[src/rtl/ppu_lcd_pkg.sv]
// ppu_lcd_pkg: shared constants and types for the LCD scan-out stage.
//   - default 800x480 panel timing and derived H_TOTAL / V_TOTAL
//   - source image size (256x240) and image window placement
//   - palette entry and timing bundle types
// Build option: PPU_LCD_SCALE2X_EN selects 2x pixel doubling (512x480 window
// at column 144). Without it the image is shown 1:1, centred at (272,120).
package ppu_lcd_pkg;

    localparam int H_ACTIVE_DEF = 800;
    localparam int H_FP_DEF     = 40;
    localparam int H_SYNC_DEF   = 48;
    localparam int H_BP_DEF     = 40;
    localparam int V_ACTIVE_DEF = 480;
    localparam int V_FP_DEF     = 13;
    localparam int V_SYNC_DEF   = 3;
    localparam int V_BP_DEF     = 29;

    localparam int H_TOTAL = H_ACTIVE_DEF + H_FP_DEF + H_SYNC_DEF + H_BP_DEF;  // 928
    localparam int V_TOTAL = V_ACTIVE_DEF + V_FP_DEF + V_SYNC_DEF + V_BP_DEF;  // 525

    // Counter width leaves headroom over the default totals.
    localparam int CNT_W = 11;

    localparam int IMG_SRC_W = 256;
    localparam int IMG_SRC_H = 240;

`ifdef PPU_LCD_SCALE2X_EN
    localparam int IMG_SCALE_SH = 1;
    localparam int IMG_HOFF_DEF = 144;
    localparam int IMG_VOFF_DEF = 0;
`else
    localparam int IMG_SCALE_SH = 0;
    localparam int IMG_HOFF_DEF = 272;
    localparam int IMG_VOFF_DEF = 120;
`endif

    localparam int IMG_W = IMG_SRC_W << IMG_SCALE_SH;
    localparam int IMG_H = IMG_SRC_H << IMG_SCALE_SH;

    typedef struct packed {
        logic [7:0] r;
        logic [7:0] g;
        logic [7:0] b;
    } pal_rgb_t;

    typedef struct packed {
        logic hs;
        logic vs;
        logic de;
    } lcd_tmg_t;

    localparam lcd_tmg_t TMG_IDLE = '{hs: 1'b1, vs: 1'b1, de: 1'b0};

endpackage

[src/rtl/ppu_lcd_palette.sv]
// ppu_lcd_palette: 64-entry NES palette ROM with registered output.
//   i_lcd_clk / i_rstn : clock, async active-low reset
//   i_idx  [5:0]       : NES colour index
//   i_win              : pixel is inside the image window; outside -> black
//   o_rgb  pal_rgb_t   : colour, one clock after i_idx
module ppu_lcd_palette
    import ppu_lcd_pkg::*;
(
    input  logic       i_lcd_clk,
    input  logic       i_rstn,
    input  logic [5:0] i_idx,
    input  logic       i_win,
    output pal_rgb_t   o_rgb
);

    localparam logic [23:0] PAL_ROM [64] = '{
        24'h7C7C7C, 24'h0000FC, 24'h0000BC, 24'h4428BC, 24'h940084, 24'hA80020, 24'hA81000, 24'h881400,
        24'h503000, 24'h007800, 24'h006800, 24'h005800, 24'h004058, 24'h000000, 24'h000000, 24'h000000,
        24'hBCBCBC, 24'h0078F8, 24'h0058F8, 24'h6844FC, 24'hD800CC, 24'hE40058, 24'hF83800, 24'hE45C10,
        24'hAC7C00, 24'h00B800, 24'h00A800, 24'h00A844, 24'h008888, 24'h000000, 24'h000000, 24'h000000,
        24'hF8F8F8, 24'h3CBCFC, 24'h6888FC, 24'h9878F8, 24'hF878F8, 24'hF85898, 24'hF87858, 24'hFCA044,
        24'hF8B800, 24'hB8F818, 24'h58D854, 24'h58F898, 24'h00E8D8, 24'h787878, 24'h000000, 24'h000000,
        24'hFCFCFC, 24'hA4E4FC, 24'hB8B8F8, 24'hD8B8F8, 24'hF8B8F8, 24'hF8A4C0, 24'hF0D0B0, 24'hFCE0A8,
        24'hF8D878, 24'hD8F878, 24'hB8F8B8, 24'hB8F8D8, 24'h00FCFC, 24'hF8D8F8, 24'h000000, 24'h000000
    };

    pal_rgb_t rgb_d, rgb_q;

    always_comb begin
        rgb_d = '0;
        if (i_win) rgb_d = pal_rgb_t'(PAL_ROM[i_idx]);
    end

    always_ff @(posedge i_lcd_clk or negedge i_rstn) begin
        if (!i_rstn) rgb_q <= '0;
        else         rgb_q <= rgb_d;
    end

    assign o_rgb = rgb_q;

endmodule

[src/rtl/ppu_lcd_scan.sv]
// ppu_lcd_scan: LCD scan-out stage behind the PPU double video buffer.
//   i_lcd_clk, i_rstn      : pixel clock, async active-low reset
//   i_wbuf_sel             : buffer the PPU is writing (other clock domain)
//   o_raddr [16:0]         : {rd_buf, y[7:0], x[7:0]} buffer read address
//   i_rdata [7:0]          : read data, one clock after o_raddr (bits 7:6 unused)
//   o_lcd_hs/vs/de         : panel timing, hs/vs active low
//   o_lcd_r/g/b [7:0]      : pixel colour
// All LCD outputs lag the counters by 3 clocks:
//   counters -> (1) address/window -> (2) buffer data -> (3) palette RGB.
// Build option: PPU_LCD_SCALE2X_EN (2x pixel doubling, see ppu_lcd_pkg).
module ppu_lcd_scan
    import ppu_lcd_pkg::*;
#(
    parameter int H_ACTIVE = H_ACTIVE_DEF,
    parameter int H_FP     = H_FP_DEF,
    parameter int H_SYNC   = H_SYNC_DEF,
    parameter int H_BP     = H_BP_DEF,
    parameter int V_ACTIVE = V_ACTIVE_DEF,
    parameter int V_FP     = V_FP_DEF,
    parameter int V_SYNC   = V_SYNC_DEF,
    parameter int V_BP     = V_BP_DEF,
    parameter int IMG_HOFF = IMG_HOFF_DEF,
    parameter int IMG_VOFF = IMG_VOFF_DEF
) (
    input  logic        i_lcd_clk,
    input  logic        i_rstn,
    input  logic        i_wbuf_sel,
    output logic [16:0] o_raddr,
    input  logic [7:0]  i_rdata,
    output logic        o_lcd_hs,
    output logic        o_lcd_vs,
    output logic        o_lcd_de,
    output logic [7:0]  o_lcd_r,
    output logic [7:0]  o_lcd_g,
    output logic [7:0]  o_lcd_b
);

    localparam logic [CNT_W-1:0] H_LAST = CNT_W'(H_ACTIVE + H_FP + H_SYNC + H_BP - 1);
    localparam logic [CNT_W-1:0] V_LAST = CNT_W'(V_ACTIVE + V_FP + V_SYNC + V_BP - 1);
    localparam logic [CNT_W-1:0] H_ACT  = CNT_W'(H_ACTIVE);
    localparam logic [CNT_W-1:0] V_ACT  = CNT_W'(V_ACTIVE);
    localparam logic [CNT_W-1:0] HS_BEG = CNT_W'(H_ACTIVE + H_FP);
    localparam logic [CNT_W-1:0] HS_END = CNT_W'(H_ACTIVE + H_FP + H_SYNC);
    localparam logic [CNT_W-1:0] VS_BEG = CNT_W'(V_ACTIVE + V_FP);
    localparam logic [CNT_W-1:0] VS_END = CNT_W'(V_ACTIVE + V_FP + V_SYNC);
    localparam logic [CNT_W-1:0] WIN_X0 = CNT_W'(IMG_HOFF);
    localparam logic [CNT_W-1:0] WIN_X1 = CNT_W'(IMG_HOFF + IMG_W);
    localparam logic [CNT_W-1:0] WIN_Y0 = CNT_W'(IMG_VOFF);
    localparam logic [CNT_W-1:0] WIN_Y1 = CNT_W'(IMG_VOFF + IMG_H);

    logic [CNT_W-1:0]   hcnt_d, hcnt_q, vcnt_d, vcnt_q;
    logic [1:0]         wsync_d, wsync_q;
    logic               rd_buf_d, rd_buf_q;
    logic [16:0]        raddr_d, raddr_q;
    logic               win1_d, win1_q, win2_d, win2_q;
    lcd_tmg_t [2:0]     tmg_d, tmg_q;
    lcd_tmg_t           tmg0;
    logic               win0;
    logic [7:0]         img_x, img_y;
    logic [1:0]         rdata_unused;
    pal_rgb_t           pix_rgb;

    assign rdata_unused = i_rdata[7:6];

    always_comb begin
        hcnt_d = hcnt_q + 1'b1;
        vcnt_d = vcnt_q;
        if (hcnt_q == H_LAST) begin
            hcnt_d = '0;
            vcnt_d = (vcnt_q == V_LAST) ? '0 : vcnt_q + 1'b1;
        end

        // rd_buf only moves at frame start so a frame is read from one buffer.
        wsync_d  = {wsync_q[0], i_wbuf_sel};
        rd_buf_d = rd_buf_q;
        if (hcnt_q == '0 && vcnt_q == '0) rd_buf_d = ~wsync_q[1];

        tmg0.de = (hcnt_q < H_ACT) && (vcnt_q < V_ACT);
        tmg0.hs = !((hcnt_q >= HS_BEG) && (hcnt_q < HS_END));
        tmg0.vs = !((vcnt_q >= VS_BEG) && (vcnt_q < VS_END));

        win0  = (hcnt_q >= WIN_X0) && (hcnt_q < WIN_X1) &&
                (vcnt_q >= WIN_Y0) && (vcnt_q < WIN_Y1);
        img_x = 8'((hcnt_q - WIN_X0) >> IMG_SCALE_SH);
        img_y = 8'((vcnt_q - WIN_Y0) >> IMG_SCALE_SH);

        raddr_d = {rd_buf_q, win0 ? {img_y, img_x} : 16'h0};
        win1_d  = win0;
        win2_d  = win1_q;
        tmg_d   = {tmg_q[1:0], tmg0};
    end

    always_ff @(posedge i_lcd_clk or negedge i_rstn) begin
        if (!i_rstn) begin
            hcnt_q   <= '0;
            vcnt_q   <= '0;
            wsync_q  <= '0;
            rd_buf_q <= 1'b0;
            raddr_q  <= '0;
            win1_q   <= 1'b0;
            win2_q   <= 1'b0;
            tmg_q    <= {3{TMG_IDLE}};
        end else begin
            hcnt_q   <= hcnt_d;
            vcnt_q   <= vcnt_d;
            wsync_q  <= wsync_d;
            rd_buf_q <= rd_buf_d;
            raddr_q  <= raddr_d;
            win1_q   <= win1_d;
            win2_q   <= win2_d;
            tmg_q    <= tmg_d;
        end
    end

    // Stage 2 -> 3: buffer data indexes the palette; border pixels come out black.
    ppu_lcd_palette u_pal (
        .i_lcd_clk (i_lcd_clk),
        .i_rstn    (i_rstn),
        .i_idx     (i_rdata[5:0]),
        .i_win     (win2_q),
        .o_rgb     (pix_rgb)
    );

    assign o_raddr  = raddr_q;
    assign o_lcd_hs = tmg_q[2].hs;
    assign o_lcd_vs = tmg_q[2].vs;
    assign o_lcd_de = tmg_q[2].de;
    assign o_lcd_r  = pix_rgb.r;
    assign o_lcd_g  = pix_rgb.g;
    assign o_lcd_b  = pix_rgb.b;

endmodule

[config.mk]
export PLATFORM = sky130hd
export DESIGN_NAME = ppu_lcd_scan
export DESIGN_NICKNAME = d
export VERILOG_FILES = /design/src/rtl/ppu_lcd_pkg.sv /design/src/rtl/ppu_lcd_palette.sv /design/src/rtl/ppu_lcd_scan.sv
export SDC_FILE = /design/constraint.sdc
export NUM_CORES = 1
export LEC_CHECK = 0
export ABC_AREA = 1
export BUFFER_PORTS_ARGS = -buffer_cell sky130_fd_sc_hd__buf_2
export CAP_MARGIN = 5
export CORE_ASPECT_RATIO = 0.8
export CORE_MARGIN = 2
export CORE_UTILIZATION = 53
export CTS_BUF_LIST = sky130_fd_sc_hd__clkbuf_4 sky130_fd_sc_hd__clkbuf_8 sky130_fd_sc_hd__clkbuf_16
export DETAILED_ROUTE_END_ITERATION = 10
export GPL_TIMING_DRIVEN = 0
export PLACE_DENSITY = 0.81
export SKIP_LAST_GASP = 1
export SYNTH_ARGS = -nofsm -noshare
export SYNTH_HDL_FRONTEND = slang
export SYNTH_HIERARCHICAL = 1
export SYNTH_SLANG_ARGS = --single-unit
[constraint.sdc]
create_clock -name i_lcd_clk -period 1.6 [get_ports i_lcd_clk]
set_clock_uncertainty 0.1 [all_clocks]
set_input_delay 0.32 -clock i_lcd_clk [delete_from_list [all_inputs] [get_ports i_lcd_clk]]
set_output_delay 0.32 -clock i_lcd_clk [all_outputs]
set_load 0.03 [all_outputs]
After elaboration in Yosys (flattened, before gate mapping)
Memories as Yosys holds them, arrays and structs flattened.
Index checks and enable logic that the tools add are counted.
- add/sub/neg operators: 4
- $lt $le $gt $ge: 11
- equal/unequal tests: 2
- mux-type cells: 6
- bitwise logic cells: 2
- reduce and logical (&&, ||, !) cells: 11
- operator list (operator ; number):
    24-bit two-way mux ; 3
    11-bit by 10-bit less-than comparator with 1-bit output, second input constant ; 3
    11-bit by 9-bit less-than comparator with 1-bit output, second input constant ; 3
    11-bit by 1-bit adder with 11-bit output, second input constant ; 2
    11-bit by 10-bit == test with 1-bit output, second input constant ; 2
    11-bit by 9-bit greater-or-equal comparator with 1-bit output, second input constant ; 2
    11-bit zero test ; 2
    11-bit two-way mux ; 2
    16-bit two-way mux ; 1
    11-bit by 10-bit greater-or-equal comparator with 1-bit output, second input constant ; 1
    11-bit by 7-bit greater-or-equal comparator with 1-bit output, second input constant ; 1
    8-bit by 5-bit subtractor with 8-bit output, second input constant ; 1
    8-bit by 7-bit subtractor with 8-bit output, second input constant ; 1
    7-bit greater-or-equal comparator, second input constant ; 1
    1-bit logical AND ; 7
    6-bit NOT with 7-bit output ; 1
    1-bit zero test ; 2
    1-bit NOT ; 1
- flip-flop bits (word level): 77
- bits in read-only memories: 1536
- input port bits: 11
- output and inout bits: 44
- logic and storage cells: 56
- memories kept: 1
- memories (name ; words ; bits a word ; read ports ; clocked after memory_dff ; wr ports ; RTL line ; RTL):
    (name not given) ; 64 ; 24 ; 1 ; 0 ; 0 ; ppu_lcd_palette.sv:31 ; if (i_win) rgb_d = pal_rgb_t'(PAL_ROM[i_idx]);

Longest topological paths before layout
- depth in word-level cells: 5
- gate-level depth with buffers: 12

Modules after synthesis
The synthesis kept the hierarchy.
- modules (own cells, without submodules) (module ; times used ; cells an instance ; area an instance (sq um)):
    ppu_lcd_scan ; 1 ; 284 ; 2561.2
    ppu_lcd_palette ; 1 ; 329 ; 1985.7

Least setup slack after synthesis
No wires, ideal clock.
- kind: reg2reg
- start point: reg vcnt_q[3]
- end point: reg win1_q
- library setup time: 0.118 ns
- data arrival time: 1.342 ns
- setup slack: 0.040 ns
- cell stages (with the launch flop): 9
- path buffers: 1
- period minus slack after synthesis: 1.560 ns
- path through: dfrtp_1 -> ha_1 -> nand3_2 -> nand2_1 -> a21oi_1 -> nor2_2 -> nand2_2 -> buf_6 -> inv_1
- longest elaborated chain between the ends: 3
- elaborated cells between the ends (all ways): 4
- classes of those cells: 2 x order compare; 2 x reduce/logical
- ends and longest elaborated chain (what ; RTL line ; RTL):
    start, declared ; ppu_lcd_scan.sv:51 ; logic [CNT_W-1:0] hcnt_d, hcnt_q, vcnt_d, vcnt_q;
    start signal, assigned ; ppu_lcd_scan.sv:105 ; vcnt_q <= vcnt_d;
    11-bit by 7-bit greater-or-equal comparator with 1-bit output ; ppu_lcd_scan.sv:83 ; (vcnt_q >= WIN_Y0) && (vcnt_q < WIN_Y1);
    1-bit logical AND ; ppu_lcd_scan.sv:82 ; win0 = (hcnt_q >= WIN_X0) && (hcnt_q < WIN_X1) &&
    1-bit logical AND * ; ppu_lcd_scan.sv:83 ;
    net win0 ; ppu_lcd_scan.sv:58 ; logic win0;
    end signal, assigned ; ppu_lcd_scan.sv:109 ; win1_q <= win1_d;
    end, declared ; ppu_lcd_scan.sv:55 ; logic win1_d, win1_q, win2_d, win2_q;
Mark *: on every way through the listed nets, which the timed path passes. The rest lies on a longest branch.
A chain may end at the register's enable or synchronous reset.

Final worst setup path
- start point: reg vcnt_q[3]
- end point: reg vcnt_q[2]
- longest elaborated chain between the ends: 2
- ends and longest elaborated chain (what ; RTL line ; RTL):
    11-bit by 10-bit == test with 1-bit output ; ppu_lcd_scan.sv:70 ; vcnt_d = (vcnt_q == V_LAST) ? '0 : vcnt_q + 1'b1;
    11-bit two-way mux ; ppu_lcd_scan.sv:70 ;
No other way between the ends.

==> results.json <==
{
  "status": "finished with violations",
  "violations": "hold timing, setup timing",
  "clockPowerShare": 0.380,
  "p_sw_w": 0.00108,
  "worstPathCellList": "buf_4 -> nand2_1 -> inv_2 -> nand2_1 -> nor2_1 -> nand2_2 -> nand3_1 -> o21ai_0",
  "powerDensity_nw_per_um2": 671,
  "cp-startpoint": "vcnt_q[3]",
  "synth_flop_cell": "dfrtp_1",
  "critPathCaptureType": "register",
  "rows": 30,
  "cp_max_fo": 5,
  "rrSetupSlack_ns": -0.04,
  "grt_pass1_vias": 4292,
  "start_util": 0.541,
  "start_kind": "register",
  "worst_slack_ns": -0.0386,
  "grt_pass1_wl_um": 21700,
  "cts.sinks": 71,
  "synth_enable_flop_cells": 0,
  "drt_wl_total_um": 15100,
  "worst_pin_slew_ns": 0.850,
  "maxSlewHeadroom": 0.433,
  "antenna_left": 0,
  "reg2reg_depth": 8,
  "grt_max_degree": 72,
  "comb_power_share": 0.148,
  "drt_iter0_markers": 373,
  "cts_max_path_buffers": 2,
  "finalCritPeriodShare": 1.02,
  "r2r_end": "vcnt_q[2]",
  "globalplace.congestion": 1.01,
  "syn_area_um2": 4550,
  "cts_made_buffers": 9,
  "critPathArrivalTime_ns": 1.77,
  "overflow": 0,
  "fin_crit_ns": 1.64,
  "hold_violations": 39,
  "synthArstFlopShare": 1.00,
  "nets": 739,
  "antenna_cells": 0,
  "syn_inst": 613,
  "wl_per_cell_um": 18.3,
  "dpl_worst_slack_ns": -0.646,
  "htreeDepth": 3,
  "drv_cap": 0,
  "hp-class": "input pin to asynchronous set/reset pin",
  "max-vdd-ir-drop_mv": 0.659,
  "r2r_start": "vcnt_q[3]",
  "drc": 0,
  "fp.dieW_um": 108,
  "vias": 4658,
  "setup-violations-final": 13,
  "dieArea_um2": 9340,
  "layout-drive-gt1-share": 0.302,
  "avgViaCountPerCell": 5.66,
  "p_int_w": 0.00273,
  "syn2layout_area_growth_pct": 24.8,
  "finalNonFillerCells": 823,
  "synth.distinct_cells": 35,
  "io_buffer_count": 45,
  "max_stage_delay_ns": 0.46,
  "dp.cells": 775,
  "required_ns": 1.73,
  "seq_power_share": 0.472,
  "die_h_um": 86.8,
  "crit_type": "register to register",
  "crit_slowest_cell": "dfrtp_2",
  "cts-root-buf": "clkbuf_8",
  "detail_route.first_pass.iterations": 4,
  "max_freq_ghz": 0.610,
  "synth_seq_cells": 71,
  "yosys_warnings": 6,
  "cts_tree": "done",
  "switching_share": 0.283,
  "dpl.hpwl_um": 9660,
  "yosysSeqAreaShare": 0.392,
  "rsz0062_at_grt": "yes",
  "syn_avg_cell_area_um2": 7.42,
  "ios": 55,
  "clock_latency_ns": 0.36,
  "cp.buffers_inverters": 2,
  "power_leakage_nw": 2.94,
  "hold_slack_ns": -0.0195,
  "finalMaxSlewViolations": 0,
  "core_um2": 8410,
  "cp_common_cell": "nand2_1",
  "path_clk_slew_ns": 0.08,
  "antenna_found_initial": 0,
  "grtUsageTotal": 0.306,
  "cp_top_family": "simple AND/OR/NAND/NOR gates"
}
-- timing repair --
item                                   4_1_cts  5_1_grt
endpoints found under the hold margin        1        0
resized for setup                           25       61
setup endpoints to repair                   55       45
hold buffers                                 1        0
pin swaps                                    2       14
setup buffers                               13       16
gates cloned                                 0        2
-- cells in the final DEF, fill, tap and decap left out, drive strengths merged --
master and n:
clkbuf 15, nor2 86, dlygate4sd3 1, a31oi 1, nor3b 1, ha 22
nand2 176, dfstp 6, clkinv 3, nand4 11, nor4 1, a21oi 30
o211ai 3, dfrtp 65, nand3b 3, nor3 9, inv 55, clkinvlp 4
buf 103, o21ai 29, nand3 69, bufinv 1, o31ai 1, xnor2 1
conb 6, xor2 9
-- kinds of logic after synthesis --
| group | after synthesis | synth area share |
|---|---|---|
| other cells | 1 | 0.000825 |
| simple gates | 356 | 0.348 |
| xor+xnor | 10 | 0.0193 |
| compound gates | 64 | 0.0746 |
| flops | 71 | 0.392 |
| buf+inv | 89 | 0.105 |
| fa+ha+maj | 22 | 0.0605 |
-- layout make-up --
| type | count | area, um2 |
|---|---|---|
| fillers | 695 | 2740 |
| clock inverters | 6 | 60.1 |
| well taps | 112 | 140 |
| repair buffers | 77 | 504 |
| plain buffers | 32 | 278 |
| inverters | 57 | 229 |
| clock buffers | 10 | 138 |
| multi-input cells | 458 | 2530 |
| flip-flops and latches | 71 | 1800 |
-- power groups by stage --
stage	Sequential, W	Combinational (W)	Clock (W)
after CTS	0.00180	0.000524	0.00145
final	0.00180	0.000562	0.00145
after detailed placement	0.00183	0.000505	0
after global routing	0.00180	0.000610	0.00154
after global placement	0.00183	0.000514	0
after floorplan	0.00183	0.000337	0
-- flip-flops by register name, summed over array words and instances (netlist names) --
signal,cells
o_lcd_hs,1
o_lcd_vs,1
tmg_d,6
wsync_q,2
u_pal/o_rgb,18
rd_buf_q,1
vcnt_q,11
o_raddr,17
o_lcd_de,1
hcnt_q,11
win1_q,1
win2_q,1
-- synth_stat cells, types with 8 or more instances --
cell	count	area, um2
nor3_1	8	40.0
ha_1	22	275
nand3_1	67	335
buf_4	8	60.1
nor2_2	13	81.3
nand4_1	11	68.8
a21oi_1	30	150
nand2_1	167	627
xor2_1	9	78.8
inv_1	52	195
o21ai_0	20	100
dfrtp_1	65	1630
buf_2	8	40.0
nor2_1	70	263
buf_6	11	124
-- worst max-delay path by stage --
stage | slack (ns) | end | cells after the start
after floorplan | 0.04 | win1_q | 8
after global placement | -0.70 | u_pal/o_rgb[22] | 10
after detailed placement | -0.65 | u_pal/o_rgb[22] | 10
after CTS | -0.01 | win1_q | 8
after global routing | -0.1 | vcnt_q[2] | 8
final | -0.04 | vcnt_q[2] | 8
-- stage by stage --
step                TNS, ns  power (W)  area (um2)  hold slack (ns)   util
floorplan                 0    0.00217        4570          -0.0756      -
finish               -0.220    0.00381        5670          -0.0195  0.675
detailed placement   -12.07    0.00234        4930            0.235  0.587
global route          -1.17    0.00395        5670           0.0509  0.675
global placement     -21.12    0.00235        4930            0.234  0.586
CTS                 -0.0249    0.00377        5310          0.00678  0.632
-- routing by layer --
layer | GRT usage | vias up | share of wire
met5 | 0 | - | 0
met4 | 0.0979 | 0 | 0.026
met3 | 0.119 | 44 | 0.11
met2 | 0.429 | 276 | 0.43
met1 | 0.435 | 2214 | 0.44
li1 | - | 2124 | -
Note: power is estimated with default switching activity, not from simulation.
